### config.mk
export PLATFORM = sky130hd
export DESIGN_NAME = microwave_timer
export DESIGN_NICKNAME = d
export VERILOG_FILES = /design/src/rtl/microwave_timer.sv
export SDC_FILE = /design/constraint.sdc
export NUM_CORES = 1
export LEC_CHECK = 0
export ABC_AREA = 1
export BUFFER_PORTS_ARGS = -buffer_cell sky130_fd_sc_hd__buf_2
export CAP_MARGIN = 20
export CORE_UTILIZATION = 60
export CTS_CLUSTER_DIAMETER = 30
export DETAILED_ROUTE_END_ITERATION = 16
export PLACE_DENSITY_LB_ADDON = 0.1
export SYNTH_ARGS = -nofsm -noshare
export SYNTH_HDL_FRONTEND = slang
export SYNTH_SLANG_ARGS = --single-unit
### constraint.sdc
create_clock -name clk -period 6.1 [get_ports clk]
set_input_delay 0.915 -clock clk [delete_from_list [all_inputs] [get_ports clk]]
set_output_delay 0.915 -clock clk [all_outputs]
set_load 0.05 [all_outputs]
### src/rtl/microwave_timer.sv
// Cook-time keypad and BCD MM:SS countdown beside the oven controller FSM.
// Optional build macro QUICK_START_EN: start from IDLE loads 00:30 and runs.
module microwave_timer #(
    parameter int TICKS_PER_SEC = 50000000,
    parameter int MAX_MIN       = 99
) (
    input  logic       clk,
    input  logic       nrst,
    input  logic       door,
    input  logic       heat,
    input  logic       bell,
    input  logic       btn_add_min,
    input  logic       btn_add_10s,
    input  logic       btn_clear,
    input  logic       btn_start,
    output logic       start,
    output logic       finish,
    output logic       running,
    output logic [3:0] min_tens,
    output logic [3:0] min_ones,
    output logic [3:0] sec_tens,
    output logic [3:0] sec_ones
);
    // state | meaning
    // IDLE  | time 00:00, waiting for keypad
    // SET   | nonzero time loaded, waiting for start
    // RUN   | counting down while heat is reported
    // DONE  | finish held until bell, then wait for bell release
    typedef enum logic [1:0] {IDLE, SET, RUN, DONE} state_t;

    localparam int PW = (TICKS_PER_SEC > 2) ? $clog2(TICKS_PER_SEC) : 1;
    localparam logic [PW-1:0] PRESC_LAST = PW'(TICKS_PER_SEC - 1);

    state_t        state_q;
    logic [PW-1:0] presc_q;
    logic [15:0]   time_q;
    logic          start_q, finish_q, running_q;

    logic [3:0]    mt, mo, st, so;
    logic [6:0]    min_val;
    logic          min_at_max;
    logic [7:0]    min_inc;
    logic [15:0]   add_min_d, add_10s_d, dec_d;

    assign {mt, mo, st, so} = time_q;
    assign min_val    = 7'(mt) * 7'd10 + 7'(mo);
    assign min_at_max = (min_val >= 7'(MAX_MIN));

    always_comb begin
        min_inc   = (mo == 4'd9) ? {mt + 4'd1, 4'd0} : {mt, mo + 4'd1};
        add_min_d = min_at_max ? time_q : {min_inc, st, so};
        add_10s_d = {mt, mo, st + 4'd1, so};
        if (st == 4'd5) begin
            // At the minute ceiling the seconds pin to :59 instead of carrying.
            add_10s_d = min_at_max ? {mt, mo, 4'd5, 4'd9} : {min_inc, 4'd0, so};
        end
        dec_d = time_q;
        if (so != 4'd0) begin
            dec_d[3:0] = so - 4'd1;
        end else begin
            dec_d[3:0] = 4'd9;
            if (st != 4'd0) begin
                dec_d[7:4] = st - 4'd1;
            end else begin
                dec_d[7:4] = 4'd5;
                if (mo != 4'd0) begin
                    dec_d[11:8] = mo - 4'd1;
                end else begin
                    dec_d[11:8]  = 4'd9;
                    dec_d[15:12] = mt - 4'd1;
                end
            end
        end
    end

    always_ff @(posedge clk) begin
        if (!nrst) begin
            state_q   <= IDLE;
            presc_q   <= '0;
            time_q    <= '0;
            start_q   <= 1'b0;
            finish_q  <= 1'b0;
            running_q <= 1'b0;
        end else begin
            start_q <= 1'b0;
            case (state_q)
                IDLE, SET: begin
                    if (btn_clear) begin
                        time_q  <= '0;
                        state_q <= IDLE;
                    end else if (btn_start) begin
                        // A start pulse always swallows same-cycle add pulses.
                        if (state_q == SET && !door) begin
                            start_q   <= 1'b1;
                            presc_q   <= '0;
                            running_q <= 1'b1;
                            state_q   <= RUN;
                        end
`ifdef QUICK_START_EN
                        else if (state_q == IDLE && !door) begin
                            time_q    <= 16'h0030;
                            start_q   <= 1'b1;
                            presc_q   <= '0;
                            running_q <= 1'b1;
                            state_q   <= RUN;
                        end
`endif
                    end else if (btn_add_min) begin
                        time_q <= add_min_d;
                        if (add_min_d != 16'h0000) state_q <= SET;
                    end else if (btn_add_10s) begin
                        time_q <= add_10s_d;
                        if (add_10s_d != 16'h0000) state_q <= SET;
                    end
                end
                RUN: begin
                    if (heat) begin
                        if (presc_q == PRESC_LAST) begin
                            presc_q <= '0;
                            time_q  <= dec_d;
                            if (dec_d == 16'h0000) begin
                                finish_q <= 1'b1;
                                state_q  <= DONE;
                            end
                        end else begin
                            presc_q <= presc_q + 1'b1;
                        end
                    end
                end
                DONE: begin
                    if (finish_q) begin
                        if (bell) finish_q <= 1'b0;
                    end else if (!bell) begin
                        running_q <= 1'b0;
                        state_q   <= IDLE;
                    end
                end
                default: state_q <= IDLE;
            endcase
        end
    end

    assign start    = start_q;
    assign finish   = finish_q;
    assign running  = running_q;
    assign min_tens = mt;
    assign min_ones = mo;
    assign sec_tens = st;
    assign sec_ones = so;
endmodule
==> key figures <==
Status
  • Status: finished, final reports clean

Synth
  • Yosys reg bits: 47
  • Synthesized area: 3500 um^2
  • Area leader, netlist: dfxtp_1
  • Warnings, synthesis: 0
  • Post-synth EDFFs: 0
  • Most used flip-flop cell after synthesis: dfxtp_1
  • Synth Area per Inst: 6.40 um^2
  • Cell with the most instances after synthesis: nand2_1
  • Top post-synthesis cells by area: dfxtp_1 (27%), nand2_1 (13%), nor2_1 (7.2%)
  • Mapped Cells: 548
  • Asr flop ratio synth: 0
  • Top cells by count, synth: nand2_1 (120), nor2_1 (67), inv_1 (56)
  • Post-synthesis cell type count: 46
  • Seq/Total Area, Yosys: 0.268
  • Synthesized net count: 570
  • Top cell type's share of synthesized area: 0.268

Final layout
  • Final Util: 0.677
  • FF+latch area: 941 um^2
  • FILL cells: 526
  • Multi-input gate area: 2260 um^2
  • ANT cells: 0
  • Fraction of layout cells with a size suffix above 1: 0.105
  • Area grow syn2layout: 7.71%
  • Fin nets: 592
  • Finished Cell Area: 3770 um^2

Drt
  • # DRC: 0
  • Routed Antenna Nets: 0
  • Violation count after the first detailed-route iteration: 316
  • WL final: 9310 um
  • Routed wire length per instance: 14.5 um
  • Vias: 3759
  • DR pass1 iterations: 5
  • Vias per inst: 5.85

STA
  • Relative slew slack: 0.367
  • Final Cycle Share: 0.544
  • Final Max Slew Viols: 0
  • RSZ-0062 raised after global routing: false
  • Pin slew with the least headroom to its limit: 0.946 ns
  • Minimum clock period: 3.32 ns
  • Setup TNS Final: 0 ns
  • Final Setup Violations: 0
  • Worst Hold Slack: 0.495 ns
  • Clk_skew: 0.00645 ns
  • Final Hold Viols: 0
  • Final WS setup: 2.78 ns
  • Max Freq: 301 MHz

Clock network
  • Max Root-Sink Buffers: 2
  • CTS sink cnt: 47
  • CTS tree: done
  • Post_cts resized: 0
  • Clock root cell: clkbuf_8
  • Worst-path clk slew: 0.10 ns
  • Clk Latency, worst-skew pair: 0.31 ns
  • Hold_buf cts: 0
  • Setup Buffers After CTS: 0
  • H-tree Lvls: 2
  • Num CTS Buffers: 5

Setup path
  • Worst r2r src: time_q[13]$_SDFFE_PN0P_
  • RR Endpoint: state_q[0]$_SDFFE_PN0P_
  • Crit path capture type: flop
  • Critical Path AT: 3.53 ns
  • Crit start category: flop
  • R2R Setup Slk: 2.78 ns
  • Data required time of the critical path: 6.32 ns
  • Crit Path Max Fanout: 13
  • Critical path type: flop to flop
  • Worst Reg2Reg Path Length in Cells: 17

Global route
  • GRT Util Overall: 0.319
  • Largest net degree at the start of global routing: 19
  • Initial antenna violation count: 0
  • Vias in the first global route: 3394
  • Grt ovf: 0
  • First-pass GRT wire length: 15600 um

Floorplan
  • Row count: 27
  • I/O Pins: 28
  • Initial Utilization: 0.629
  • Die width: 78.4 um
  • Height of the die: 78.4 um
  • Core area: 5570 um^2
  • Total Die Area: 6150 um^2

Place
  • Port bufs: 27
  • Dpl ws: 2.86 ns
  • Routability cong.: 0.977
  • DP HPWL: 6890 um
  • Area of placed instances: 3680 um^2

Min path
  • Worst min path class: flop to flop
  • Hold Path Stages: 2
  • Hold Path End: finish$_SDFFE_PN0P_
  • Worst hold start: finish$_SDFFE_PN0P_

Power and ir drop
  • Worst ir drop on vdd: 0.374 mV
  • Leakage: 1.53 nW
  • Power density over the cells: 464 nW/um^2

Flow run
  • Maxcap violations: 0
-- power breakdown --
part / total, W / switching [W] / internal (W)
clock: 0.000212 / 0.000119 / 0.0000928
combinational: 0.00109 / 0.000777 / 0.000310
sequential: 0.000455 / 0.0000986 / 0.000356
-- final cells by class --
class,count,share of cell area
Clock buffer,6,0.0219
Clock inverter,2,0.00431
Inverter,64,0.0636
Multi-Input combinational cell,424,0.599
Sequential cell,47,0.249
Tap cell,72,0.0239
Timing Repair Buffer,28,0.0378
-- through the flow --
| stage | total power (W) | instances |
|---|---|---|
| 2_1_floorplan | 0.00129 | 548 |
| 3_3_place_gp | 0.00150 | 635 |
| 3_5_place_dp | 0.00152 | 635 |
| 4_1_cts | 0.00174 | 643 |
| 5_1_grt | 0.00188 | 643 |
| 6_report | 0.00175 | 643 |
-- worst max-delay path by stage --
stage,startpoint,endpoint
2_1_floorplan,time_q[13]$_SDFFE_PN0P_,state_q[0]$_SDFFE_PN0P_
3_3_place_gp,time_q[13]$_SDFFE_PN0P_,state_q[1]$_SDFFE_PN0P_
3_5_place_dp,time_q[13]$_SDFFE_PN0P_,state_q[0]$_SDFFE_PN0P_
4_1_cts,time_q[13]$_SDFFE_PN0P_,state_q[0]$_SDFFE_PN0P_
5_1_grt,time_q[13]$_SDFFE_PN0P_,state_q[0]$_SDFFE_PN0P_
6_report,time_q[13]$_SDFFE_PN0P_,state_q[0]$_SDFFE_PN0P_
-- logic make-up after synthesis --
logic type / share of synthesized area
buffers and inverters: 0.0860
XOR/XNOR: 0.0425
adder cells (fa/ha/maj): 0.0507
AO/OA/AOI/OAI: 0.165
flip-flops: 0.268
AND/OR/NAND/NOR: 0.387
-- routing by layer --
layer  global-route usage  up-vias  wire length (um)
met1                0.446     1702              4450
met4               0.0944        0               139
li1                     -     1887                 -
met5                    0        -                 0
met3               0.0465       18               622
met2                0.506      152              4100
-- critical path: stages, from the launching register on --
cell,delay [ns]
dfxtp_1,0.58
ha_1,0.31
ha_1,0.19
inv_1,0.06
fa_1,0.44
nand3b_1,0.18
nand2_1,0.22
nand3_4,0.20
o21ai_0,0.33
nand2_1,0.08
o21ai_0,0.13
nor2_1,0.08
nand3_1,0.08
nand2_1,0.05
nand2_1,0.07
nand2_2,0.07
nor2_1,0.10
nor2_1,0.05
-- registers in the layout, indices dropped and copies added, names as in the netlist --
signal / flops
state_q: 2
finish: 1
running: 1
presc_q: 26
start: 1
time_q: 16
-- cell usage in the layout, fill, tap and decap left out, types with 2 or more instances in the layout --
cell type	n
nor3_1	24
buf_2	27
o21a_1	3
nand4_1	16
o21ai_1	2
o21ai_0	33
a31oi_1	12
nor2_4	3
o211ai_1	2
clkbuf_8	6
nand2_2	4
xor2_1	16
nor2_1	67
a221oi_1	3
inv_2	5
nor3_2	2
nand3b_1	2
o21ai_2	3
dfxtp_1	47
nor3b_1	4
fa_1	2
a21oi_1	32
nand3_1	42
nor4_1	4
nand2_1	120
inv_1	56
ha_1	11
a22oi_1	3
clkinv_1	3
Power figures use the tool's default switching activity.
